[config.mk]
export PLATFORM = sky130hd
export DESIGN_NAME = load_store_unit
export DESIGN_NICKNAME = d
export VERILOG_FILES = /design/src/rtl/mem_pkg.sv /design/src/rtl/lsu_lane_align.sv /design/src/rtl/load_store_unit.sv
export SDC_FILE = /design/constraint.sdc
export NUM_CORES = 1
export LEC_CHECK = 0
export ABC_AREA = 0
export CORE_ASPECT_RATIO = 1.25
export CORE_MARGIN = 3
export CORE_UTILIZATION = 43
export CTS_CLUSTER_SIZE = 10
export DETAILED_ROUTE_END_ITERATION = 16
export PLACE_DENSITY = 0.81
export SKIP_CTS_REPAIR_TIMING = 1
export SYNTH_ARGS = -nofsm -noshare
export SYNTH_HDL_FRONTEND = slang
export SYNTH_SLANG_ARGS = --single-unit
[constraint.sdc]
create_clock -name inclk -period 2.6 [get_ports inclk]
set_input_delay 0.52 -clock inclk [delete_from_list [all_inputs] [get_ports inclk]]
set_output_delay 0.52 -clock inclk [all_outputs]
set_load 0.05 [all_outputs]
[src/rtl/mem_pkg.sv]
// Shared encodings for the load/store path: access sizes, LSU states and
// word-alignment helpers.
package mem_pkg;

  localparam logic [1:0] SIZE_BYTE = 2'b00;
  localparam logic [1:0] SIZE_HALF = 2'b01;
  localparam logic [1:0] SIZE_WORD = 2'b10;
  localparam logic [1:0] SIZE_RSVD = 2'b11;

  // Number of byte-offset bits below a word address.
  localparam int unsigned WORD_LSB = 2;

  typedef enum logic {
    IDLE,
    WRITE
  } lsu_state_t;

endpackage

[src/rtl/lsu_lane_align.sv]
// Combinational lane logic: extracts and extends sub-word load data, and
// merges sub-word store data into the word read back from memory.
module lsu_lane_align
  import mem_pkg::*;
(
  input  logic [1:0]  size,
  input  logic        sext,
  input  logic [1:0]  lane,
  input  logic [31:0] mem_rdata,
  input  logic [31:0] wdata,
  output logic [31:0] load_data,
  output logic [31:0] merge_data
);

  logic [7:0]  byte_v;
  logic [15:0] half_v;

  always_comb begin
    byte_v     = '0;
    half_v     = '0;
    load_data  = '0;
    merge_data = mem_rdata;

    case (lane)
      2'd0:    byte_v = mem_rdata[7:0];
      2'd1:    byte_v = mem_rdata[15:8];
      2'd2:    byte_v = mem_rdata[23:16];
      default: byte_v = mem_rdata[31:24];
    endcase
    half_v = lane[1] ? mem_rdata[31:16] : mem_rdata[15:0];

    case (size)
      SIZE_BYTE: begin
        load_data = {{24{sext & byte_v[7]}}, byte_v};
        case (lane)
          2'd0:    merge_data[7:0]   = wdata[7:0];
          2'd1:    merge_data[15:8]  = wdata[7:0];
          2'd2:    merge_data[23:16] = wdata[7:0];
          default: merge_data[31:24] = wdata[7:0];
        endcase
      end
      SIZE_HALF: begin
        load_data = {{16{sext & half_v[15]}}, half_v};
        if (lane[1]) merge_data[31:16] = wdata[15:0];
        else         merge_data[15:0]  = wdata[15:0];
      end
      SIZE_WORD: begin
        load_data  = mem_rdata;
        merge_data = wdata;
      end
      default: ;
    endcase
  end

endmodule

[src/rtl/load_store_unit.sv]
// Load/store unit in front of a word-only DataMem: sub-word loads with
// extension, read-modify-write sub-word stores, and a sticky fault register.
module load_store_unit
  import mem_pkg::*;
#(
  parameter int unsigned ADDR_W      = 32,
  parameter bit          ALIGN_CHECK = 1'b1
) (
  input  logic              inclk,
  input  logic              rst,
  input  logic              req,
  input  logic              we,
  input  logic [1:0]        size,
  input  logic              sext,
  input  logic [ADDR_W-1:0] addr,
  input  logic [31:0]       wdata,
  output logic [31:0]       rdata,
  output logic              stall,
  output logic              done,
  input  logic              fault_clr,
  output logic              fault_valid,
  output logic [ADDR_W-1:0] fault_addr,
  output logic              mem_cs,
  output logic              mem_rd,
  output logic              mem_wr,
  output logic [ADDR_W-1:0] mem_addr,
  output logic [31:0]       mem_wdata,
  input  logic [31:0]       mem_rdata
);

  lsu_state_t        state;
  logic [ADDR_W-1:0] addr_q;
  logic [31:0]       merge_q;
  logic [31:0]       load_data;
  logic [31:0]       merge_data;
  logic              misaligned;
  logic              fault_now;
  logic              access;
  logic              sub_store;

  lsu_lane_align u_lane_align (
    .size       (size),
    .sext       (sext),
    .lane       (addr[1:0]),
    .mem_rdata  (mem_rdata),
    .wdata      (wdata),
    .load_data  (load_data),
    .merge_data (merge_data)
  );

  always_comb begin
    misaligned = ((size == SIZE_HALF) && addr[0]) ||
                 ((size == SIZE_WORD) && (addr[WORD_LSB-1:0] != '0));
    fault_now  = req && (state == IDLE) && !rst &&
                 ((size == SIZE_RSVD) || (ALIGN_CHECK && misaligned));
    access     = req && (state == IDLE) && !rst && !fault_now;
    sub_store  = access && we && (size != SIZE_WORD);
  end

  always_comb begin
    mem_cs    = 1'b0;
    mem_rd    = 1'b0;
    mem_wr    = 1'b0;
    mem_addr  = {addr[ADDR_W-1:WORD_LSB], {WORD_LSB{1'b0}}};
    mem_wdata = wdata;
    rdata     = '0;
    stall     = 1'b0;
    done      = 1'b0;
    if (!rst) begin
      case (state)
        IDLE: begin
          if (fault_now) begin
            done = 1'b1;
          end else if (access) begin
            mem_cs = 1'b1;
            if (!we) begin
              mem_rd = 1'b1;
              rdata  = load_data;
              done   = 1'b1;
            end else if (size == SIZE_WORD) begin
              mem_wr = 1'b1;
              done   = 1'b1;
            end else begin
              mem_rd = 1'b1;
              stall  = 1'b1;
            end
          end
        end
        WRITE: begin
          mem_cs    = 1'b1;
          mem_wr    = 1'b1;
          mem_addr  = addr_q;
          mem_wdata = merge_q;
          done      = 1'b1;
        end
        default: ;
      endcase
    end
  end

  always_ff @(posedge inclk) begin
    if (rst) begin
      state       <= IDLE;
      addr_q      <= '0;
      merge_q     <= '0;
      fault_valid <= 1'b0;
      fault_addr  <= '0;
    end else begin
      case (state)
        IDLE: begin
          if (sub_store) begin
            addr_q  <= {addr[ADDR_W-1:WORD_LSB], {WORD_LSB{1'b0}}};
            merge_q <= merge_data;
            state   <= WRITE;
          end
        end
        WRITE:   state <= IDLE;
        default: state <= IDLE;
      endcase

      // A new fault outranks a simultaneous clear; otherwise the first
      // fault address is kept until cleared.
      if (fault_now) begin
        fault_valid <= 1'b1;
        if (!fault_valid || fault_clr) fault_addr <= addr;
      end else if (fault_clr) begin
        fault_valid <= 1'b0;
        fault_addr  <= '0;
      end
    end
  end

endmodule

==> flow_metrics.py, run 1 <==
metrics = {
    "sta": {
        "period_needed_ns": 2.622,
        "max_freq_mhz": 381.5,
        "setup-violations-final": 5,
        "setup_ws_ns": -0.02151,
        "holdWs_ns": 0.4577,
        "tns_ns": -0.03375,
        "slew_violations": 0,
        "maxSlewHeadroom_pct": 54.82,
        "hold_viol_final": 0,
        "fin_crit_sh_pct": 100.8,
        "finClkSkew_ns": 0.01059,
        "tightest_slew_ns": 0.6777,
    },
    "critical_path": {
        "worst_path_dominant_cell_family": "buffers and inverters",
        "crit_top_cell": "buf_12",
        "crit_buf_inv": 3,
        "end_kind": "output pin",
        "cp_max_fo": 10,
        "required_ns": 2.08,
        "crit_arrival_ns": 2.10,
        "crit_path_top_delay_cell": "clkdlybuf4s50_1",
        "crit_type": "in -> out",
        "path_cells": "clkdlybuf4s50_1 -> nor3b_4 -> nand3_4 -> buf_12 -> a21oi_2 -> buf_12",
        "critPathMaxStageDelay_ns": 0.51,
        "cp-start-kind": "primary input",
    },
    "routing": {
        "vias": 6367,
        "avgRoutedWirePerCell_um": 21.63,
        "final_antenna_net_count": 0,
        "wl_mm": 23.30,
        "vias_per_cell": 5.912,
        "drt_drc_violations_left": 0,
        "drt-initial-drc-count": 393,
        "dr.pass1.iters": 6,
    },
    "finish": {
        "instances_no_fill": 1077,
        "area.growth.synth_to_final_pct": 73.08,
        "drive_gt1_share_pct": 37.17,
        "fillCellCount": 822,
        "nNetsFinal": 1011,
        "multi_input_area_um2": 3618,
        "seq_area_um2": 1922,
    },
    "grt": {
        "grt-ovfl-total": 0,
        "track_usage_pct": 30.65,
        "grt_max_degree": 61,
        "grt_pass1_wl_mm": 34.71,
        "grt_pass1_vias": 6412,
        "grt_antenna_before_repair": 2,
    },
    "place": {
        "dp_cells": 1055,
        "place.gp.congestion": 1.111,
        "io_buffers": 235,
        "dp_hpwl_mm": 17.18,
    },
    "logic_synthesis": {
        "yosysSeqAreaShare_pct": 34.89,
        "ys_ff_latch": 96,
        "synth_edf_count": 0,
        "ys_top_cells_by_area": "dfxtp_1, mux2_2, a22o_1",
        "async_reset_ff_share_pct": 0,
        "yosys.area.top_type": "dfxtp_1",
        "synth_cell_types": 44,
        "synth_common_cells": "dfxtp_1, nand2_1, a21oi_1, mux2_2, nor2_1",
        "yosysWarnings": 0,
        "synthFlopType": "dfxtp_1",
        "netlist_area_um2": 5508,
        "synth.top_cell.area_share_pct": 34.89,
        "syn_area_per_cell_um2": 8.687,
        "synth_most_common_cell": "dfxtp_1",
        "synth_cells": 634,
    },
    "pwr": {
        "power.leakage_nw": 3.687,
        "irDropWorstVdd_mv": 0.3066,
        "p_per_area_nw_per_um2": 437.7,
    },
    "worst_hold_path": {
        "min_path_type": "reg -> reg",
    },
    "die": {
        "die_w_um": 107.2,
        "die_y_um": 132.5,
        "design.core.area_um2": 12330,
        "rows": 45,
        "start_util_pct": 44.67,
        "dieArea_um2": 14210,
        "io_pins": 238,
    },
    "flow_run": {
        "drv_cap": 0,
    },
    "clocking": {
        "clock_path_buffers": 2,
        "cts_root_buf": "clkbuf_16",
        "cts_tree": "done",
        "clkLatencyLatePin_ns": 0.34,
        "cts_sinks": 96,
        "clk_pin_slew_ns": 0.07,
        "cts_buffers": 9,
        "h-tree-depth": 3,
    },
    "status": {
        "run_status": "complete, but fails checks",
        "violations": "negative setup slack",
    },
}
-- cell usage in the layout, fill, tap and decap left out, types with 16 or more instances in the layout --
cell type	count
a21oi_1	43
buf_12	49
nor2_1	37
mux2i_1	17
a211oi_1	16
dfxtp_1	96
mux2_2	69
a22o_1	40
nand2_1	93
buf_4	127
a22oi_1	19
clkdlybuf4s50_1	127
-- metrics by stage --
stage	instance area, um^2	power [mW]	worst slack [ns]	util, %
final	9533	4.173	-0.02151	77.31
after global routing	9530	4.312	-0.06315	77.29
after CTS	9170	4.125	-0.3414	74.37
after global placement	8859	2.773	-0.2319	71.84
after detailed placement	8859	2.786	-0.3216	71.84
after floorplan	5597	2.219	-0.1581	-
-- registers in the layout (all words and copies together), names as in the netlist --
| register | flops |
|---|---|
| state | 1 |
| merge_q | 32 |
| addr_q | 30 |
| fault_valid | 1 |
| fault_addr | 32 |
-- per-layer routing --
metal / wire length [um] / track usage (%) / share of wire, % / vias to the layer above
met3: 1838 / 6.149 / 7.9 / 71
met2: 11650 / 53.86 / 50 / 348
met1: 8714 / 36.48 / 37 / 3059
li1: - / - / - / 2885
met5: 27 / 0 / 0.12 / -
met4: 1071 / 11.30 / 4.6 / 4
-- layout make-up --
cell class	count	area share (%)
Multi-Input combinational cell	474	37.96
Timing Repair Buffer	322	36.28
Sequential cell	96	20.16
Clock buffer	9	2.363
Tap cell	164	2.153
Clock inverter	7	0.9056
Inverter	4	0.1575
Antenna cell	1	0.02625
-- where the power goes --
group | switching, mW | internal, mW | leakage [nW] | total (mW)
logic | 0.743 | 0.551 | 2.76 | 1.29
clock network | 0.663 | 0.688 | 0.150 | 1.35
registers | 0.0213 | 1.51 | 0.778 | 1.53
total | 1.43 | 2.75 | 3.69 | 4.17
-- cell families after synthesis --
logic type      count (synthesis)  share of synthesized area [%]
buf+inv                        65                          5.384
flops                          96                          34.89
other cells                     1                        0.06809
mux                            88                          17.79
simple gates                  166                          12.81
compound gates                218                          29.06
-- worst paths after layout --
path                                               from                       to  slack [ns]  cells past startpoint
worst min register to register  addr_q[12]$_SDFFE_PP0P_  addr_q[12]$_SDFFE_PP0P_        0.46                      2
worst max-delay path                                req                rdata[30]       -0.02                      6
worst max register to register         state$_SDFF_PP0_  addr_q[31]$_SDFFE_PP0P_        0.67                      8
worst min-delay path            addr_q[12]$_SDFFE_PP0P_  addr_q[12]$_SDFFE_PP0P_        0.46                      2
-- worst reg2reg max path: cells and delay by family (launching register included) --
family                 cells  cell delay [ns]
AO/OA/AOI/OAI              1             0.12
flip-flops                 1             0.38
AND/OR/NAND/NOR            3             0.50
buffers and inverters      4             0.87
No activity file was read; power rests on OpenSTA's default activity.
==> inputs of run 2 (changes only) <==
--- a/config.mk
+++ b/config.mk
@@ -8,10 +8,11 @@
 export ABC_AREA = 0
 export CORE_ASPECT_RATIO = 1.25
 export CORE_MARGIN = 3
-export CORE_UTILIZATION = 43
+export CORE_UTILIZATION = 39
 export CTS_CLUSTER_SIZE = 10
 export DETAILED_ROUTE_END_ITERATION = 16
-export PLACE_DENSITY = 0.81
+export GPL_ROUTABILITY_DRIVEN = 1
+export PLACE_DENSITY_LB_ADDON = 0.12
 export SKIP_CTS_REPAIR_TIMING = 1
 export SYNTH_ARGS = -nofsm -noshare
 export SYNTH_HDL_FRONTEND = slang
==> constraint.sdc (replaced) <==
create_clock -name inclk -period 2.3 [get_ports inclk]
set_input_delay 0.46 -clock inclk [delete_from_list [all_inputs] [get_ports inclk]]
set_output_delay 0.46 -clock inclk [all_outputs]
set_load 0.05 [all_outputs]
==> flow_metrics.py, run 2 (synthesized netlist as in run 1, its figures left out) <==
metrics = {
    "status": {
        "run_status": "complete, but fails checks",
        "violations": "negative setup slack",
    },
    "finish": {
        "final_common_cell": "buf_4",
        "instances_no_fill": 1109,
        "area.growth.synth_to_final_pct": 78.56,
        "final_area_um2": 9834,
        "final_cell_mix": "buf_4, clkdlybuf4s50_1, dfxtp_1",
        "largestRegisters": "fault_addr: 32 flops, merge_q: 32 flops, addr_q: 30 flops",
        "drive_gt1_share_pct": 40.66,
        "fin_util_pct": 72.71,
        "nNetsFinal": 1036,
    },
    "worst_hold_path": {
        "holdPathStages": 2,
        "worstHoldStart": "addr_q[14]$_SDFFE_PP0P_",
        "holdPathEnd": "addr_q[14]$_SDFFE_PP0P_",
        "min_path_type": "reg -> reg",
    },
    "die": {
        "design.core.area_um2": 13530,
        "die_y_um": 138.9,
        "dieArea_um2": 15590,
        "io_pins": 238,
        "start_util_pct": 40.72,
        "die_w_um": 112.3,
        "rows": 47,
    },
    "clocking": {
        "clk_pin_slew_ns": 0.06,
        "cts_tree": "done",
        "cts_buffers": 9,
        "cts_sinks": 96,
        "cts_root_buf": "clkbuf_16",
        "clkLatencyLatePin_ns": 0.34,
        "clock_path_buffers": 2,
        "h-tree-depth": 3,
    },
    "pwr": {
        "finalPower_mw": 4.716,
        "power.leakage_nw": 3.808,
        "irDropWorstVdd_mv": 0.4594,
        "p_per_area_nw_per_um2": 479.6,
    },
    "sta": {
        "fin_crit_sh_pct": 100.7,
        "tightest_slew_ns": 0.5794,
        "slew_violations": 0,
        "period_needed_ns": 2.316,
        "hold_viol_final": 0,
        "setup_ws_ns": -0.01616,
        "setup-violations-final": 9,
        "finClkSkew_ns": 0.006927,
        "maxSlewHeadroom_pct": 61.37,
        "max_freq_mhz": 431.7,
        "holdWs_ns": 0.4528,
        "tns_ns": -0.08168,
    },
    "critical_path": {
        "end_kind": "output pin",
        "cp-start-kind": "primary input",
        "crit_type": "in -> out",
        "regToRegStartpoint": "state$_SDFF_PP0_",
        "crit_arrival_ns": 1.86,
        "r2r-end": "merge_q[6]$_SDFFE_PP0P_",
        "required_ns": 1.84,
        "rrSetupSlack_ns": 0.51,
        "cp_max_fo": 8,
        "rr_worst_depth": 7,
    },
    "grt": {
        "track_usage_pct": 26.20,
        "grt_max_degree": 45,
        "grt-ovfl-total": 0,
        "grt_antenna_before_repair": 1,
        "grt_pass1_vias": 6188,
        "grt_pass1_wl_mm": 33.32,
    },
    "place": {
        "dp_slack_ns": -0.5269,
        "io_buffers": 235,
        "dp_hpwl_mm": 16.65,
        "placed_area_um2": 9059,
        "place.gp.congestion": 0.9152,
        "dp_cells": 1085,
    },
    "routing": {
        "drt-initial-drc-count": 399,
        "vias": 6325,
        "vias_per_cell": 5.703,
        "drt_drc_violations_left": 0,
        "dr.pass1.iters": 7,
        "avgRoutedWirePerCell_um": 20.28,
        "final_antenna_net_count": 0,
        "wl_mm": 22.49,
    },
    "flow_run": {
        "drv_cap": 0,
    },
}
run 2: per-layer routing:
metal / wire length (um) / vias to the layer above / part of all wire (%) / track usage, %
met1: 8463 / 3024 / 38 / 30.77
met3: 1377 / 65 / 6.1 / 4.278
met4: 1035 / 0 / 4.6 / 10.32
li1: - / 2935 / - / -
met5: 0 / - / 0 / 0
met2: 11620 / 301 / 52 / 47.10
run 2: worst max path at each step:
stage | to | slack (ns) | from
4_1_cts | rdata[4] | -0.56 | addr[0]
3_3_place_gp | rdata[6] | -0.42 | addr[0]
3_5_place_dp | rdata[4] | -0.53 | addr[0]
6_report | rdata[22] | -0.02 | mem_rdata[23]
5_1_grt | rdata[30] | -0.04 | size[1]
2_1_floorplan | rdata[20] | -0.34 | addr[1]
run 2: cell type report:
class / count / area, um^2
multi-input combinational: 474 / 3755
sequential: 96 / 1922
timing repair buffer: 347 / 3626
antenna: 1 / 2.502
clock buffer: 10 / 239.0
tap: 171 / 214.0
clock inverter: 6 / 61.31
fill: 1012 / 3691
inverter: 4 / 15.01
run 2: worst max-delay path: stages:
cell            delay [ns]
dlymetal6s2s_1        0.14
mux4_2                0.52
nor2_4                0.16
a211o_4               0.15
clkbuf_16             0.19
a21oi_4               0.08
buf_12                0.15
run 2: power by group:
part | internal [mW] | switching (mW) | total [mW]
clock network | 0.790 | 0.703 | 1.49
logic | 0.650 | 0.846 | 1.50
registers | 1.70 | 0.0237 | 1.73
